[src/rtl/wm_pkg.sv]
// Shared definitions for the washing-machine cycle controller.
//   - state encodings (the 3-bit values appear on the 'state' output)
//   - fault cause codes reported on 'fault_Code'
//   - counter width helpers used by the controller, the interface and the phase timers
package wm_pkg;

  typedef logic [2:0] state_t;

  localparam state_t ST_START = 3'd0;
  localparam state_t ST_READY = 3'd1;
  localparam state_t ST_FILL  = 3'd2;
  localparam state_t ST_HEAT  = 3'd3;
  localparam state_t ST_WASH  = 3'd4;
  localparam state_t ST_RINSE = 3'd5;
  localparam state_t ST_SPIN  = 3'd6;
  localparam state_t ST_FAULT = 3'd7;

  typedef logic [2:0] fault_code_t;

  localparam fault_code_t FC_NONE         = 3'd0;
  localparam fault_code_t FC_FILL_TIMEOUT = 3'd1;
  localparam fault_code_t FC_HEAT_TIMEOUT = 3'd2;
  localparam fault_code_t FC_IMBALANCE    = 3'd3;
  localparam fault_code_t FC_MOTOR        = 3'd4;
  localparam fault_code_t FC_PHASE_TIMEOUT= 3'd5;
  localparam fault_code_t FC_LID_OPEN     = 3'd6;

  // Bits needed to hold the values 0..max_value (never less than one bit).
  function automatic int unsigned count_width(input int unsigned max_value);
    int unsigned w;
    w = $clog2(max_value + 1);
    return (w == 0) ? 1 : w;
  endfunction

  // Bits needed for a cycle counter that runs 0..limit-1.
  function automatic int unsigned timer_width(input int unsigned limit);
    int unsigned w;
    w = $clog2(limit);
    return (w == 0) ? 1 : w;
  endfunction

endpackage

[src/rtl/wm_cycle_controller_if.sv]
// Front-end / driver bundle of the washing-machine controller.
//   master : coin/lid/sensor front end (drives sensors, observes controls)
//   slave  : the cycle controller (observes sensors, drives controls)
// Sensor inputs : sig_Coin, sig_Cancel, sig_Lid_Closed, sig_Full, sig_Temperature,
//                 sig_Completed, sig_Out_Of_Balance, sig_Motor_Failure, hot_Mode, fault_Ack
// Control outputs: state, one-hot state decodes, water_Intake, coin_Return,
//                 fault_Cleared, cycle_Done, fault_Code, coin_Count
interface wm_cycle_controller_if
  import wm_pkg::*;
#(
  parameter int unsigned COINS_REQUIRED = 2
);
  localparam int unsigned CW = count_width(COINS_REQUIRED);

  logic          sig_Coin;
  logic          sig_Cancel;
  logic          sig_Lid_Closed;
  logic          sig_Full;
  logic          sig_Temperature;
  logic          sig_Completed;
  logic          sig_Out_Of_Balance;
  logic          sig_Motor_Failure;
  logic          hot_Mode;
  logic          fault_Ack;

  logic [2:0]    state;
  logic          start;
  logic          ready;
  logic          fill_Water_Operation;
  logic          heat_Water_Operation;
  logic          wash_Operation;
  logic          rinse_Operation;
  logic          spin_Operation;
  logic          fault;
  logic          water_Intake;
  logic          coin_Return;
  logic          fault_Cleared;
  logic          cycle_Done;
  logic [2:0]    fault_Code;
  logic [CW-1:0] coin_Count;

  modport master (
    output sig_Coin, sig_Cancel, sig_Lid_Closed, sig_Full, sig_Temperature,
           sig_Completed, sig_Out_Of_Balance, sig_Motor_Failure, hot_Mode, fault_Ack,
    input  state, start, ready, fill_Water_Operation, heat_Water_Operation,
           wash_Operation, rinse_Operation, spin_Operation, fault, water_Intake,
           coin_Return, fault_Cleared, cycle_Done, fault_Code, coin_Count
  );

  modport slave (
    input  sig_Coin, sig_Cancel, sig_Lid_Closed, sig_Full, sig_Temperature,
           sig_Completed, sig_Out_Of_Balance, sig_Motor_Failure, hot_Mode, fault_Ack,
    output state, start, ready, fill_Water_Operation, heat_Water_Operation,
           wash_Operation, rinse_Operation, spin_Operation, fault, water_Intake,
           coin_Return, fault_Cleared, cycle_Done, fault_Code, coin_Count
  );

endinterface

[src/rtl/wm_phase_timer.sv]
// Per-phase watchdog counter.
//   clock, reset : system clock, asynchronous active-high reset
//   clear        : restart from zero (phase entry); wins over enable
//   enable       : count while the owning phase is active
//   expired      : count has reached LIMIT-1 while enabled
// The count holds at LIMIT-1 so 'expired' stays up until the phase is left.
module wm_phase_timer
  import wm_pkg::*;
#(
  parameter int unsigned LIMIT = 1000
) (
  input  logic clock,
  input  logic reset,
  input  logic clear,
  input  logic enable,
  output logic expired
);
  localparam int unsigned   W    = timer_width(LIMIT);
  localparam logic [W-1:0]  LAST = W'(LIMIT - 1);

  logic [W-1:0] count_q;

  assign expired = enable && (count_q == LAST);

  // NOTE: clocked state uses non-blocking assignments so every flop samples pre-edge values.
  always_ff @(posedge clock or posedge reset) begin
    if (reset) begin
      count_q <= '0;
    end else if (clear) begin
      count_q <= '0;
    end else if (enable && !expired) begin
      count_q <= count_q + W'(1);
    end
  end

endmodule

[src/rtl/wm_cycle_controller.sv]
// Washing-machine cycle sequencer.
//   clock : system clock, rising edge
//   reset : asynchronous, active-high
//   bus   : wm_cycle_controller_if.slave -- sensor inputs in, valve/heater/motor
//           decodes, pulses, fault code and coin credit out
// Flow: START (collect coins) -> READY (wait for lid) -> FILL -> [HEAT] -> WASH ->
// RINSE x RINSE_PASSES -> SPIN -> START. Any phase from FILL to SPIN can drop into
// FAULT; FAULT exits on cancel (refund) or acknowledge (back to READY with credit).
module wm_cycle_controller
  import wm_pkg::*;
#(
  parameter int unsigned COINS_REQUIRED = 2,
  parameter int unsigned RINSE_PASSES   = 2,
  parameter int unsigned FILL_TIMEOUT   = 1000,
  parameter int unsigned HEAT_TIMEOUT   = 2000,
  parameter int unsigned PHASE_TIMEOUT  = 4000
) (
  input logic                  clock,
  input logic                  reset,
  wm_cycle_controller_if.slave bus
);
  localparam int unsigned   CW         = count_width(COINS_REQUIRED);
  localparam int unsigned   RW         = count_width(RINSE_PASSES);
  localparam logic [CW-1:0] COIN_FULL  = CW'(COINS_REQUIRED);
  localparam logic [RW-1:0] RINSE_DONE = RW'(RINSE_PASSES);

  state_t        state_q, state_d;
  logic [CW-1:0] coin_q, coin_d;
  logic [RW-1:0] rinse_q, rinse_d;
  fault_code_t   code_q, code_d;
  logic          hot_q, hot_d;
  logic          coin_prev_q;
  logic          coin_ret_q, coin_ret_d;
  logic          fault_clr_q, fault_clr_d;
  logic          done_q, done_d;
  logic          rinse_again;
  logic          timer_clear;
  logic          fill_expired, heat_expired, phase_expired;
  logic          coin_edge;
  logic          success;
  logic          timeout;

  assign coin_edge = bus.sig_Coin && !coin_prev_q;

  // One restart strobe feeds all watchdogs: only the one enabled in the new phase matters.
  assign timer_clear = (state_d != state_q) || rinse_again;

  wm_phase_timer #(.LIMIT(FILL_TIMEOUT)) u_fill_timer (
    .clock   (clock),
    .reset   (reset),
    .clear   (timer_clear),
    .enable  (state_q == ST_FILL),
    .expired (fill_expired)
  );

  wm_phase_timer #(.LIMIT(HEAT_TIMEOUT)) u_heat_timer (
    .clock   (clock),
    .reset   (reset),
    .clear   (timer_clear),
    .enable  (state_q == ST_HEAT),
    .expired (heat_expired)
  );

  wm_phase_timer #(.LIMIT(PHASE_TIMEOUT)) u_phase_timer (
    .clock   (clock),
    .reset   (reset),
    .clear   (timer_clear),
    .enable  ((state_q == ST_WASH) || (state_q == ST_RINSE) || (state_q == ST_SPIN)),
    .expired (phase_expired)
  );

  // Success condition and watchdog of whichever working phase is active.
  always_comb begin
    success = 1'b0;
    timeout = 1'b0;
    case (state_q)
      ST_FILL: begin
        success = bus.sig_Full;
        timeout = fill_expired;
      end
      ST_HEAT: begin
        success = bus.sig_Temperature;
        timeout = heat_expired;
      end
      ST_WASH, ST_RINSE, ST_SPIN: begin
        success = bus.sig_Completed;
        timeout = phase_expired;
      end
      default: ;
    endcase
  end

  always_comb begin
    // NOTE: every variable gets a default up front so no path can infer a latch.
    state_d     = state_q;
    coin_d      = coin_q;
    rinse_d     = rinse_q;
    code_d      = code_q;
    hot_d       = hot_q;
    coin_ret_d  = 1'b0;
    fault_clr_d = 1'b0;
    done_d      = 1'b0;
    rinse_again = 1'b0;

    case (state_q)
      ST_START: begin
        if (bus.sig_Cancel && (coin_q != '0)) begin
          coin_d     = '0;
          coin_ret_d = 1'b1;
        end else if (coin_edge && (coin_q != COIN_FULL)) begin
          coin_d = coin_q + CW'(1);
        end
        if (coin_d == COIN_FULL) state_d = ST_READY;
      end

      ST_READY: begin
        if (bus.sig_Lid_Closed) begin
          state_d = ST_FILL;
          hot_d   = bus.hot_Mode;
        end else if (bus.sig_Cancel) begin
          state_d    = ST_START;
          coin_d     = '0;
          coin_ret_d = 1'b1;
        end
      end

      ST_FILL, ST_HEAT, ST_WASH, ST_RINSE, ST_SPIN: begin
        if (!bus.sig_Lid_Closed) begin
          state_d = ST_FAULT;
          code_d  = FC_LID_OPEN;
        end else if (success) begin
          case (state_q)
            ST_FILL: state_d = hot_q ? ST_HEAT : ST_WASH;
            ST_HEAT: state_d = ST_WASH;
            ST_WASH: begin
              state_d = ST_RINSE;
              rinse_d = '0;
            end
            ST_RINSE: begin
              rinse_d = rinse_q + RW'(1);
              if (rinse_d == RINSE_DONE) state_d = ST_SPIN;
              else                       rinse_again = 1'b1;
            end
            default: begin
              state_d = ST_START;
              coin_d  = '0;
              done_d  = 1'b1;
            end
          endcase
        end else if (bus.sig_Motor_Failure &&
                     ((state_q == ST_RINSE) || (state_q == ST_SPIN))) begin
          state_d = ST_FAULT;
          code_d  = FC_MOTOR;
        end else if (bus.sig_Out_Of_Balance &&
                     ((state_q == ST_WASH) || (state_q == ST_SPIN))) begin
          state_d = ST_FAULT;
          code_d  = FC_IMBALANCE;
        end else if (timeout) begin
          state_d = ST_FAULT;
          case (state_q)
            ST_FILL: code_d = FC_FILL_TIMEOUT;
            ST_HEAT: code_d = FC_HEAT_TIMEOUT;
            default: code_d = FC_PHASE_TIMEOUT;
          endcase
        end
      end

      default: begin  // ST_FAULT
        if (bus.sig_Cancel) begin
          state_d    = ST_START;
          coin_d     = '0;
          code_d     = FC_NONE;
          coin_ret_d = 1'b1;
        end else if (bus.fault_Ack) begin
          state_d     = ST_READY;
          code_d      = FC_NONE;
          fault_clr_d = 1'b1;
        end
      end
    endcase
  end

  always_ff @(posedge clock or posedge reset) begin
    if (reset) begin
      state_q     <= ST_START;
      coin_q      <= '0;
      rinse_q     <= '0;
      code_q      <= FC_NONE;
      hot_q       <= 1'b0;
      coin_prev_q <= 1'b0;
      coin_ret_q  <= 1'b0;
      fault_clr_q <= 1'b0;
      done_q      <= 1'b0;
    end else begin
      state_q     <= state_d;
      coin_q      <= coin_d;
      rinse_q     <= rinse_d;
      code_q      <= code_d;
      hot_q       <= hot_d;
      coin_prev_q <= bus.sig_Coin;
      coin_ret_q  <= coin_ret_d;
      fault_clr_q <= fault_clr_d;
      done_q      <= done_d;
    end
  end

  assign bus.state                = state_q;
  assign bus.start                = (state_q == ST_START);
  assign bus.ready                = (state_q == ST_READY);
  assign bus.fill_Water_Operation = (state_q == ST_FILL);
  assign bus.heat_Water_Operation = (state_q == ST_HEAT);
  assign bus.wash_Operation       = (state_q == ST_WASH);
  assign bus.rinse_Operation      = (state_q == ST_RINSE);
  assign bus.spin_Operation       = (state_q == ST_SPIN);
  assign bus.fault                = (state_q == ST_FAULT);
  assign bus.water_Intake         = (state_q == ST_FILL);
  assign bus.coin_Return          = coin_ret_q;
  assign bus.fault_Cleared        = fault_clr_q;
  assign bus.cycle_Done           = done_q;
  assign bus.fault_Code           = code_q;
  assign bus.coin_Count           = coin_q;

endmodule

[src/flat_wrapper.sv]
// flat-port wrapper written by rule: the top's interface ports become plain ports
module wm_cycle_controller_flat import wm_pkg::*;
#(
  parameter int unsigned COINS_REQUIRED = 2,
  parameter int unsigned RINSE_PASSES   = 2,
  parameter int unsigned FILL_TIMEOUT   = 1000,
  parameter int unsigned HEAT_TIMEOUT   = 2000,
  parameter int unsigned PHASE_TIMEOUT  = 4000
)
  (clock, reset, bus_sig_Coin, bus_sig_Cancel, bus_sig_Lid_Closed, bus_sig_Full, bus_sig_Temperature, bus_sig_Completed, bus_sig_Out_Of_Balance, bus_sig_Motor_Failure, bus_hot_Mode, bus_fault_Ack, bus_state, bus_start, bus_ready, bus_fill_Water_Operation, bus_heat_Water_Operation, bus_wash_Operation, bus_rinse_Operation, bus_spin_Operation, bus_fault, bus_water_Intake, bus_coin_Return, bus_fault_Cleared, bus_cycle_Done, bus_fault_Code, bus_coin_Count);
  wm_cycle_controller_if #(.COINS_REQUIRED(COINS_REQUIRED)) bus_i ();
  input logic clock;
  input logic reset;
  input wire logic [$bits(bus_i.sig_Coin)-1:0] bus_sig_Coin;
  input wire logic [$bits(bus_i.sig_Cancel)-1:0] bus_sig_Cancel;
  input wire logic [$bits(bus_i.sig_Lid_Closed)-1:0] bus_sig_Lid_Closed;
  input wire logic [$bits(bus_i.sig_Full)-1:0] bus_sig_Full;
  input wire logic [$bits(bus_i.sig_Temperature)-1:0] bus_sig_Temperature;
  input wire logic [$bits(bus_i.sig_Completed)-1:0] bus_sig_Completed;
  input wire logic [$bits(bus_i.sig_Out_Of_Balance)-1:0] bus_sig_Out_Of_Balance;
  input wire logic [$bits(bus_i.sig_Motor_Failure)-1:0] bus_sig_Motor_Failure;
  input wire logic [$bits(bus_i.hot_Mode)-1:0] bus_hot_Mode;
  input wire logic [$bits(bus_i.fault_Ack)-1:0] bus_fault_Ack;
  output wire logic [$bits(bus_i.state)-1:0] bus_state;
  output wire logic [$bits(bus_i.start)-1:0] bus_start;
  output wire logic [$bits(bus_i.ready)-1:0] bus_ready;
  output wire logic [$bits(bus_i.fill_Water_Operation)-1:0] bus_fill_Water_Operation;
  output wire logic [$bits(bus_i.heat_Water_Operation)-1:0] bus_heat_Water_Operation;
  output wire logic [$bits(bus_i.wash_Operation)-1:0] bus_wash_Operation;
  output wire logic [$bits(bus_i.rinse_Operation)-1:0] bus_rinse_Operation;
  output wire logic [$bits(bus_i.spin_Operation)-1:0] bus_spin_Operation;
  output wire logic [$bits(bus_i.fault)-1:0] bus_fault;
  output wire logic [$bits(bus_i.water_Intake)-1:0] bus_water_Intake;
  output wire logic [$bits(bus_i.coin_Return)-1:0] bus_coin_Return;
  output wire logic [$bits(bus_i.fault_Cleared)-1:0] bus_fault_Cleared;
  output wire logic [$bits(bus_i.cycle_Done)-1:0] bus_cycle_Done;
  output wire logic [$bits(bus_i.fault_Code)-1:0] bus_fault_Code;
  output wire logic [$bits(bus_i.coin_Count)-1:0] bus_coin_Count;
  assign bus_i.sig_Coin = bus_sig_Coin;
  assign bus_i.sig_Cancel = bus_sig_Cancel;
  assign bus_i.sig_Lid_Closed = bus_sig_Lid_Closed;
  assign bus_i.sig_Full = bus_sig_Full;
  assign bus_i.sig_Temperature = bus_sig_Temperature;
  assign bus_i.sig_Completed = bus_sig_Completed;
  assign bus_i.sig_Out_Of_Balance = bus_sig_Out_Of_Balance;
  assign bus_i.sig_Motor_Failure = bus_sig_Motor_Failure;
  assign bus_i.hot_Mode = bus_hot_Mode;
  assign bus_i.fault_Ack = bus_fault_Ack;
  assign bus_state = bus_i.state;
  assign bus_start = bus_i.start;
  assign bus_ready = bus_i.ready;
  assign bus_fill_Water_Operation = bus_i.fill_Water_Operation;
  assign bus_heat_Water_Operation = bus_i.heat_Water_Operation;
  assign bus_wash_Operation = bus_i.wash_Operation;
  assign bus_rinse_Operation = bus_i.rinse_Operation;
  assign bus_spin_Operation = bus_i.spin_Operation;
  assign bus_fault = bus_i.fault;
  assign bus_water_Intake = bus_i.water_Intake;
  assign bus_coin_Return = bus_i.coin_Return;
  assign bus_fault_Cleared = bus_i.fault_Cleared;
  assign bus_cycle_Done = bus_i.cycle_Done;
  assign bus_fault_Code = bus_i.fault_Code;
  assign bus_coin_Count = bus_i.coin_Count;
  wm_cycle_controller #(.COINS_REQUIRED(COINS_REQUIRED), .RINSE_PASSES(RINSE_PASSES), .FILL_TIMEOUT(FILL_TIMEOUT), .HEAT_TIMEOUT(HEAT_TIMEOUT), .PHASE_TIMEOUT(PHASE_TIMEOUT)) u_core (.clock(clock), .reset(reset), .bus(bus_i));
endmodule
[config.mk]
export PLATFORM = sky130hd
export DESIGN_NAME = wm_cycle_controller_flat
export DESIGN_NICKNAME = d
export VERILOG_FILES = /design/src/rtl/wm_pkg.sv /design/src/rtl/wm_cycle_controller_if.sv /design/src/rtl/wm_phase_timer.sv /design/src/rtl/wm_cycle_controller.sv /design/src/flat_wrapper.sv
export SDC_FILE = /design/constraint.sdc
export NUM_CORES = 1
export LEC_CHECK = 0
export BUFFER_PORTS_ARGS = -buffer_cell sky130_fd_sc_hd__buf_2
export CAP_MARGIN = 5
export CORE_ASPECT_RATIO = 0.9
export CORE_MARGIN = 5
export CORE_UTILIZATION = 59
export DETAILED_ROUTE_END_ITERATION = 6
export GPL_ROUTABILITY_DRIVEN = 0
export PLACE_DENSITY_LB_ADDON = 0.3
export SLEW_MARGIN = 10
export SYNTH_ARGS = -nofsm -noshare
export SYNTH_HDL_FRONTEND = slang
export SYNTH_SLANG_ARGS = --single-unit
[constraint.sdc]
create_clock -name clock -period 2.81 [get_ports clock]
set_input_delay 0.562 -clock clock [delete_from_list [all_inputs] [get_ports clock]]
set_output_delay 0.562 -clock clock [all_outputs]
set_load 0.03 [all_outputs]
==> impl_metrics.toml <==
[grt]
gr-total-overflow = 0
antenna_found_initial = 0
grt_pass1_vias = 2377
grt_first_pass_wirelength_microns = 10730
gr-usage-all-layers = 0.1987
grt_max_degree = 34

[drt]
drt_iter0_drc = 198
via_count = 2475
wirelength_microns = 6250
viasPerCell = 5.824
drc = 0
dr.pass1.iters = 4
ant_nets = 0
wl_per_cell_microns = 14.71

[power]
power_mw = 3.070
p_leak_nw = 1.440
powerDensity_nw_per_um2 = 947.0
ir_drop_mv = 0.6463

[synthesis]
synth_area_leaders = "dfrtp_1 (41%), nor2_1 (7.0%), xor2_1 (5.7%), xnor2_1 (3.3%), nand2_1 (2.8%)"
synth_area_per_cell_sq_um = 8.826
synth_edf_count = 0
synth_area_sq_um = 2939
ys_types = 60
ys_async_sr_fraction = 1.000
synth_top_area_frac = 0.4087
synth_area_leader_cell = "dfrtp_1"
ys_seq_elements = 48
synthCells = 333
seq_area_frac_synth = 0.4087
synth.cells.most_frequent = "nor2_1 (55), dfrtp_1 (48), nand2_1 (22), xor2_1 (19), nand3_1 (16)"
synthFlopType = "dfrtp_1"
synth_most_common_cell = "nor2_1"
syn_nets = 351
ys_warn_count = 0

[status]
outcome = "completed"

[placed_design]
io_buffers = 31
post_dp_cell_area_sq_um = 3139
dp_hpwl_microns = 4456
dp_cells = 417

[timing]
hold_violations = 0
slew_violations = 0
fmax_mhz = 391.5
slew_headroom = 0.5778
setup_tns_ns = 0
fin_skew_ns = 0.005673
tightest_slew_ns = 0.6276
period_minus_slack_ns = 2.554
finalSetupViolations = 0
rsz0062_at_grt = "no"
post-route-period-util = 0.9090

[setup_path]
critical_path.max_fanout = 33
start_kind = "register"
crit_chain = "inv_1 -> ha_1 -> nor3b_2 -> mux2_2 -> a221oi_1 -> o21ai_0 -> o311a_1 -> nand4_2 -> buf_12 -> nor2_1"
reg2reg_from = "u_core.bus.coin_Count[0]"
required_ns = 3.00
ff2ff_setup_slack_ns = 0.26
crit_cells = 10
max_stage_delay_ns = 0.41
critical-path-top-delay-family = "compound AO/OA/AOI/OAI gates"
end_kind = "register"
reg2reg_to = "u_core.u_fill_timer.count_q[0]"
arrival_ns = 2.75
critPathBufInv = 2
slowest_stage = "dfrtp_1"
reg2reg_depth = 10
crit_type = "reg -> reg"

[clock_network]
clkTransAtPathRegs_ns = 0.09
cts_tree = "yes"
clk_latency_ns = 0.30
numClockSinks = 48
clockRootBuffer = "clkbuf_8"
ctsLongestPathBuffers = 2
h-tree-depth = 2
cts_made_buffers = 5

[die]
die_y_microns = 76.96
die_x_microns = 84.40
floorplan.io_pins = 32
core_sq_um = 4835
start_util = 0.6079
fp-row-count = 24
dieArea_sq_um = 6495

[final_layout]
multi_input_area_sq_um = 1585
fin_util = 0.6705
final_area_sq_um = 3242
antenna_cells = 0
nFillCells = 407
stdcell_count = 425
layout.nets = 377
final_layout_size_suffix_gt1_frac = 0.1694
syn_to_final_growth_pct = 10.30
area.sequential_sq_um = 1201

[worst_hold_path]
hold_path_class = "in -> async"

[job]
cap_violations = 0
-- flip-flops by register name (all words and copies together) (netlist names) --
signal                        count
u_core.coin_prev_q                1
u_core.bus.coin_Return            1
u_core.u_phase_timer.count_q     12
u_core.bus.cycle_Done             1
u_core.bus.fault_Cleared          1
u_core.bus.coin_Count             2
u_core.u_heat_timer.count_q      11
u_core.bus.state                  3
u_core.bus.fault_Code             3
u_core.u_fill_timer.count_q      10
u_core.hot_q                      1
u_core.rinse_q                    2
-- cells in the final DEF, fill, tap and decap left out, types with 5 or more instances in the layout --
cell type	n
dfrtp_1	48
nand2b_1	6
o21ai_0	12
nand4_1	13
nand2_1	22
nor3_1	6
inv_1	11
nor2b_1	5
buf_4	7
buf_2	31
xnor2_1	11
a21oi_1	10
clkbuf_8	6
nand3_1	16
and3_1	10
nor2_1	55
xor2_1	19
ha_1	6
-- cell type report --
class / count / area share
Clock buffer: 6 / 0.02547
Clock inverter: 2 / 0.004631
Inverter: 13 / 0.01505
Multi-Input combinational cell: 252 / 0.4890
Sequential cell: 48 / 0.3705
Tap cell: 65 / 0.02509
Timing Repair Buffer: 39 / 0.07024
-- per-stage QoR --
| step | setup slack, ns | hold slack [ns] |
|---|---|---|
| global route | 0.05485 | 0.2135 |
| CTS | 0.1498 | 0.2032 |
| global placement | 0.2843 | 0.4784 |
| floorplan | 0.1043 | 0.4528 |
| detailed placement | 0.1723 | 0.4869 |
| finish | 0.2556 | 0.1991 |
-- power by group --
part	switching [mW]	internal [mW]	total [mW]
Clock	0.239	0.199	0.438
Combinational	1.13	0.612	1.75
Sequential	0.100	0.786	0.886
Total	1.47	1.60	3.07
-- metal layers --
layer	global-route usage	vias to the layer above	wire length, microns
met5	0	-	0
met4	0.06013	0	105
met3	0.05573	11	363
met2	0.3233	81	3007
met1	0.2582	1166	2773
li1	-	1217	-
-- timing repair --
item / CTS / global route
setup endpoints to repair: 0 / 33
buffers inserted: 0 / 0
gates resized for setup: 0 / 1
hold buffers: 0 / 0
-- cell families after synthesis --
group	count (synthesis)	synth area share
compound gates	56	0.1354
xor+xnor	30	0.08940
fa+ha+maj	6	0.02554
buf+inv	33	0.05364
flops	48	0.4087
mux	6	0.02171
simple gates	154	0.2657
-- worst max path at each step --
stage | start | end
final | u_core.bus.coin_Count[0] | u_core.u_fill_timer.count_q[0]
after global routing | u_core.bus.coin_Count[0] | u_core.u_heat_timer.count_q[1]
after CTS | u_core.bus.coin_Count[0] | u_core.u_fill_timer.count_q[0]
after detailed placement | u_core.bus.coin_Count[0] | u_core.u_fill_timer.count_q[0]
after global placement | bus_sig_Coin | u_core.u_heat_timer.count_q[1]
after floorplan | u_core.bus.coin_Count[0] | u_core.u_fill_timer.count_q[0]
Power figures use the tool's default switching activity.
